$ cat src/rtl/alu_pkg.sv
// Shared ALU definitions: control codes, execute FSM encoding and the mul funct
// field that the ALU control decoder also matches on.
package alu_pkg;

   localparam logic [2:0] ALU_ADD = 3'b000;
   localparam logic [2:0] ALU_SUB = 3'b010;
   localparam logic [2:0] ALU_AND = 3'b100;
   localparam logic [2:0] ALU_OR  = 3'b101;
   localparam logic [2:0] ALU_MUL = 3'b111;

   localparam logic [5:0] MUL_FUNCT = 6'b011000;

   typedef enum logic {
      IDLE = 1'b0,
      MUL  = 1'b1
   } state_t;

endpackage

$ cat src/rtl/mul_iter.sv
// Iterative shift-add multiplier datapath: one partial product per step, low WIDTH
// bits only. Sequencing is owned by alu_exec.
module mul_iter #(
   parameter int WIDTH = 32
) (
   input  logic             clk_i,
   input  logic             rst_i,
   input  logic             load,
   input  logic             step,
   input  logic [WIDTH-1:0] a,
   input  logic [WIDTH-1:0] b,
   output logic [WIDTH-1:0] acc_next,
   output logic             last
);

   localparam int CW = (WIDTH > 1) ? $clog2(WIDTH) : 1;

   logic [WIDTH-1:0] mcand, mplier, acc;
   logic [CW-1:0]    cnt;

   // acc_next includes the current step so the final step's sum can be captured directly
   assign acc_next = acc + (mplier[0] ? mcand : '0);
   assign last     = (cnt == CW'(WIDTH - 1));

   always_ff @(posedge clk_i or negedge rst_i) begin
      if (!rst_i) begin
         mcand  <= '0;
         mplier <= '0;
         acc    <= '0;
         cnt    <= '0;
      end else if (load) begin
         mcand  <= a;
         mplier <= b;
         acc    <= '0;
         cnt    <= '0;
      end else if (step) begin
         acc    <= acc_next;
         mcand  <= mcand << 1;
         mplier <= mplier >> 1;
         cnt    <= cnt + 1'b1;
      end
   end

endmodule

$ cat src/rtl/alu_exec.sv
// Execution-stage ALU: single-cycle add/sub/and/or, iterative multiply with busy stall.
// Multiply is built only when ALU_EXEC_MUL_EN is defined; otherwise code 111 yields 0.
module alu_exec
   import alu_pkg::*;
#(
   parameter int WIDTH = 32
) (
   input  logic             clk_i,
   input  logic             rst_i,
   input  logic             start_i,
   input  logic [2:0]       ALU_Ctrl_i,
   input  logic [WIDTH-1:0] data1_i,
   input  logic [WIDTH-1:0] data2_i,
   output logic [WIDTH-1:0] data_o,
   output logic             zero_o,
   output logic             busy_o,
   output logic             done_o
);

   state_t           state;
   logic [WIDTH-1:0] op_res;

   always_comb begin
      op_res = '0;
      case (ALU_Ctrl_i)
         ALU_ADD: op_res = data1_i + data2_i;
         ALU_SUB: op_res = data1_i - data2_i;
         ALU_AND: op_res = data1_i & data2_i;
         ALU_OR:  op_res = data1_i | data2_i;
         default: op_res = '0;
      endcase
   end

`ifdef ALU_EXEC_MUL_EN
   logic             mul_load, mul_last;
   logic [WIDTH-1:0] mul_acc;

   assign mul_load = (state == IDLE) && start_i && (ALU_Ctrl_i == ALU_MUL);
   assign busy_o   = (state == MUL);

   mul_iter #(.WIDTH(WIDTH)) u_mul (
      .clk_i    (clk_i),
      .rst_i    (rst_i),
      .load     (mul_load),
      .step     (busy_o),
      .a        (data1_i),
      .b        (data2_i),
      .acc_next (mul_acc),
      .last     (mul_last)
   );
`else
   assign busy_o = 1'b0;
`endif

   assign zero_o = (data_o == '0);

   always_ff @(posedge clk_i or negedge rst_i) begin
      if (!rst_i) begin
         state  <= IDLE;
         data_o <= '0;
         done_o <= 1'b0;
      end else begin
         done_o <= 1'b0;
         case (state)
            IDLE: if (start_i) begin
`ifdef ALU_EXEC_MUL_EN
               if (ALU_Ctrl_i == ALU_MUL) begin
                  state <= MUL;
               end else begin
                  data_o <= op_res;
                  done_o <= 1'b1;
               end
`else
               data_o <= op_res;
               done_o <= 1'b1;
`endif
            end
`ifdef ALU_EXEC_MUL_EN
            MUL: if (mul_last) begin
               data_o <= mul_acc;
               done_o <= 1'b1;
               state  <= IDLE;
            end
`endif
            default: state <= IDLE;
         endcase
      end
   end

endmodule

$ cat config.mk
export PLATFORM = sky130hd
export DESIGN_NAME = alu_exec
export DESIGN_NICKNAME = d
export VERILOG_FILES = /design/src/rtl/alu_pkg.sv /design/src/rtl/mul_iter.sv /design/src/rtl/alu_exec.sv
export SDC_FILE = /design/constraint.sdc
export NUM_CORES = 1
export LEC_CHECK = 0
export CAP_MARGIN = 10
export CORE_ASPECT_RATIO = 0.9
export CORE_MARGIN = 1.5
export CORE_UTILIZATION = 45
export CTS_BUF_LIST = sky130_fd_sc_hd__clkbuf_8
export DETAILED_ROUTE_END_ITERATION = 12
export DONT_BUFFER_PORTS = 1
export PLACE_DENSITY = 0.62
export RECOVER_POWER = 100
export SYNTH_ARGS = -nofsm -noshare
export SYNTH_HDL_FRONTEND = slang
export SYNTH_SLANG_ARGS = --single-unit
$ cat constraint.sdc
create_clock -name clk_i -period 1.65 [get_ports clk_i]
set_clock_uncertainty 0.15 [all_clocks]
set_input_delay 0.165 -clock clk_i [delete_from_list [all_inputs] [get_ports clk_i]]
set_output_delay 0.165 -clock clk_i [all_outputs]
set_load 0.01 [all_outputs]
==> flow_metrics.tcl <==
set metrics [dict create \
    area.sequential_um2 825.8 \
    synth_cells 544 \
    use_met3 0.06142 \
    rrSetupSlack_ns 0.40 \
    path_max_fanout 4 \
    synthTopCellsByArea "dfrtp_1, ha_1, a21oi_1, maj3_1, xnor2_1" \
    cts_buffer_depth 2 \
    critPathCaptureType "flop" \
    rows 33 \
    io_pins 105 \
    synth_fp_nets 649 \
    synth_top_area_share 0.1954 \
    worst_slew_pin_slew_ns 0.8498 \
    drc 0 \
    htree_levels 2 \
    finalSetupViolCount 31 \
    rsz0062_at_grt "yes" \
    routed_wl_um 15830 \
    cp_cell_sequence "or4_4, or4_4, or3_4, or4_4, o31ai_4, xor2_1, ha_1, a21o_1, a21o_1, a21oi_2, nor2_1, a211oi_1, o31ai_1, a21oi_1, xnor2_1, o21ai_1" \
    layout-drive-gt1-share 0.3774 \
    first_pass_iters 5 \
    die_x_um 105.1 \
    clk_pin_slew_worst_paths_ns 0.08 \
    grt_util_met2 0.5120 \
    place_area_um2 5361 \
    grtUsageTotal 0.3030 \
    cp.required_ns 1.67 \
    fin_hold_ws_ns 0.01068 \
    clk_latency_ns 0.29 \
    syn_area_um2 4225 \
    portBuffers 0 \
    status "complete, but fails checks" \
    grt_overflow 0 \
    syn_area_per_cell_um2 7.767 \
    num_vias 4753 \
    seq_area_frac_synth 0.1954 \
    worst_slack_ns -2.298 \
    hp-class "in2reg" \
    wl_per_cell_um 19.91 \
    nets 777 \
    cp_slowest_cell "or4_4" \
    synth_largest_area_cell "dfrtp_1" \
    hold_violations 0 \
    multi_input_comb_area_um2 3840 \
    violations "negative setup slack" \
    power_density_nw_per_um2 699.4 \
    slew_viol_final 0 \
    grt_pass1_vias 4669 \
    met1_usage 0.3969 \
    max_stage_delay_ns 0.52 \
    yosys.cell_types.count 50 \
    ys_seq_elements 33 \
    ys_warn_count 0 \
    die_area_um2 9980 \
    peakVddDrop_v 0.0004811 \
    grt.busiest_layer "met2" \
    drtAntennaViolNets 0 \
    vias_per_cell 5.979 \
    synth_edf_count 0 \
    path_class "in2reg" \
    dp_hpwl_um 11790 \
    slew_headroom 0.4335 \
    clock.fmax_mhz 253.3 \
    cellLeakagePower_nw 2.634 \
    crit_arrival_ns 3.96 \
    fin_area_um2 6162 \
    core-area_um2 9125 \
    root_buffer "clkbuf_8" \
    die_h_um 94.93 \
    place_congestion 0.9633 \
    initial_core_util 0.4630 \
    grt_max_degree 58 \
    synth_commonest_cells "a21oi_1, nor2_1, ha_1" \
    grt_antenna_before_repair 0 \
    maxCapViolCount 0 \
    crit_top_cell "or4_4" \
    nFillCells 768 \
    postSynth.asyncResetShare 1.000 \
    period_needed_ns 3.948 \
    clock-sinks 33 \
    yosysMostFrequentCell "a21oi_1" \
    cts_tree "built" \
    worstSetupStartpointType "primary input" \
    antenna_cells 0 \
    drt_iter0_markers 364 \
    area_growth_pct 45.84 \
    ys.flop_type "dfrtp_1" \
    cts_made_buffers 5 \
    grt_pass1_wl_um 23750 \
    min_period_over_period 2.393 \
]
[cell usage in the layout, fill, tap and decap left out, types with 9 or more instances in the layout]
cell      instances
ha_1             26
a21oi_2          15
a21o_1           22
buf_4           110
buf_6            21
nand2_1          18
o21ai_1          10
maj3_1           30
xor2_1           24
nor2b_1           9
a21oi_1          46
inv_1            12
dfrtp_1          33
o21ai_0          12
xnor2_1          27
clkbuf_1         15
nand3_1          13
nor2_1           49
a22oi_1          11
[repair_timing]
item	CTS	global route
buffers inserted	11	8
hold buffers	5	0
endpoints found under the setup margin	31	31
cloned	0	0
pin swaps	62	45
hold endpoints to repair	66	0
gates resized for setup	66	60
[registers in the layout (all words and copies together), names as in the netlist]
name	flops
data_o	32
done_o	1
[where the power goes]
| part | total (W) | switching [W] | internal (W) |
|---|---|---|---|
| clock | 0.000808 | 0.000355 | 0.000452 |
| sequential | 0.00107 | 0.000152 | 0.000916 |
| combinational | 0.00243 | 0.00122 | 0.00122 |
[final timing paths]
kind	to	depth (start not counted)	from
min	data_o[24]	3	data1_i[24]
max reg2reg	data_o[18]	4	data_o[18]
min reg2reg	data_o[10]	2	data_o[10]
max in group asynchronous	data_o[8]	2	rst_i
min in group asynchronous	done_o	2	rst_i
max	data_o[31]	16	data2_i[8]
[kinds of logic after synthesis]
logic type | after synthesis | share of synthesized area
AO/OA/AOI/OAI | 190 | 0.2887
AND/OR/NAND/NOR | 153 | 0.1771
adder cells (fa/ha/maj) | 65 | 0.1765
XOR/XNOR | 57 | 0.1182
buffers and inverters | 45 | 0.04323
flip-flops | 33 | 0.1954
other | 1 | 0.0008875
[per-stage QoR]
step / std cells / power, W / utilization / setup WS [ns] / TNS [ns]
after detailed placement: 763 / 0.003051 / 0.5876 / -2.615 / -54.21
after floorplan: 544 / 0.002325 / - / -2.530 / -43.84
after CTS: 787 / 0.004102 / 0.6464 / -2.276 / -43.06
after global placement: 763 / 0.003017 / 0.5876 / -2.556 / -52.77
final: 795 / 0.004310 / 0.6753 / -2.298 / -44.69
after global routing: 795 / 0.004541 / 0.6753 / -2.445 / -48.54
[area by class of cell]
class | instances | share of cell area
tap | 122 | 0.02477
multi-input combinational | 466 | 0.6231
sequential | 33 | 0.1340
timing repair buffer | 152 | 0.1909
inverter | 14 | 0.008528
clock buffer | 5 | 0.01117
clock inverter | 3 | 0.007513
[routing by layer]
layer  vias to the layer above  share of wire
li1                       2251              -
met1                      2285           0.43
met4                         0          0.016
met2                       190           0.48
met3                        27          0.071
met5                         -              0
[critical path, delay by kind of cell]
| kind | cells | cell delay (ns) |
|---|---|---|
| simple gates | 5 | 1.94 |
| compound gates | 8 | 1.30 |
| xor+xnor | 2 | 0.31 |
| fa+ha+maj | 1 | 0.26 |
(Power assumes the default switching activity.)
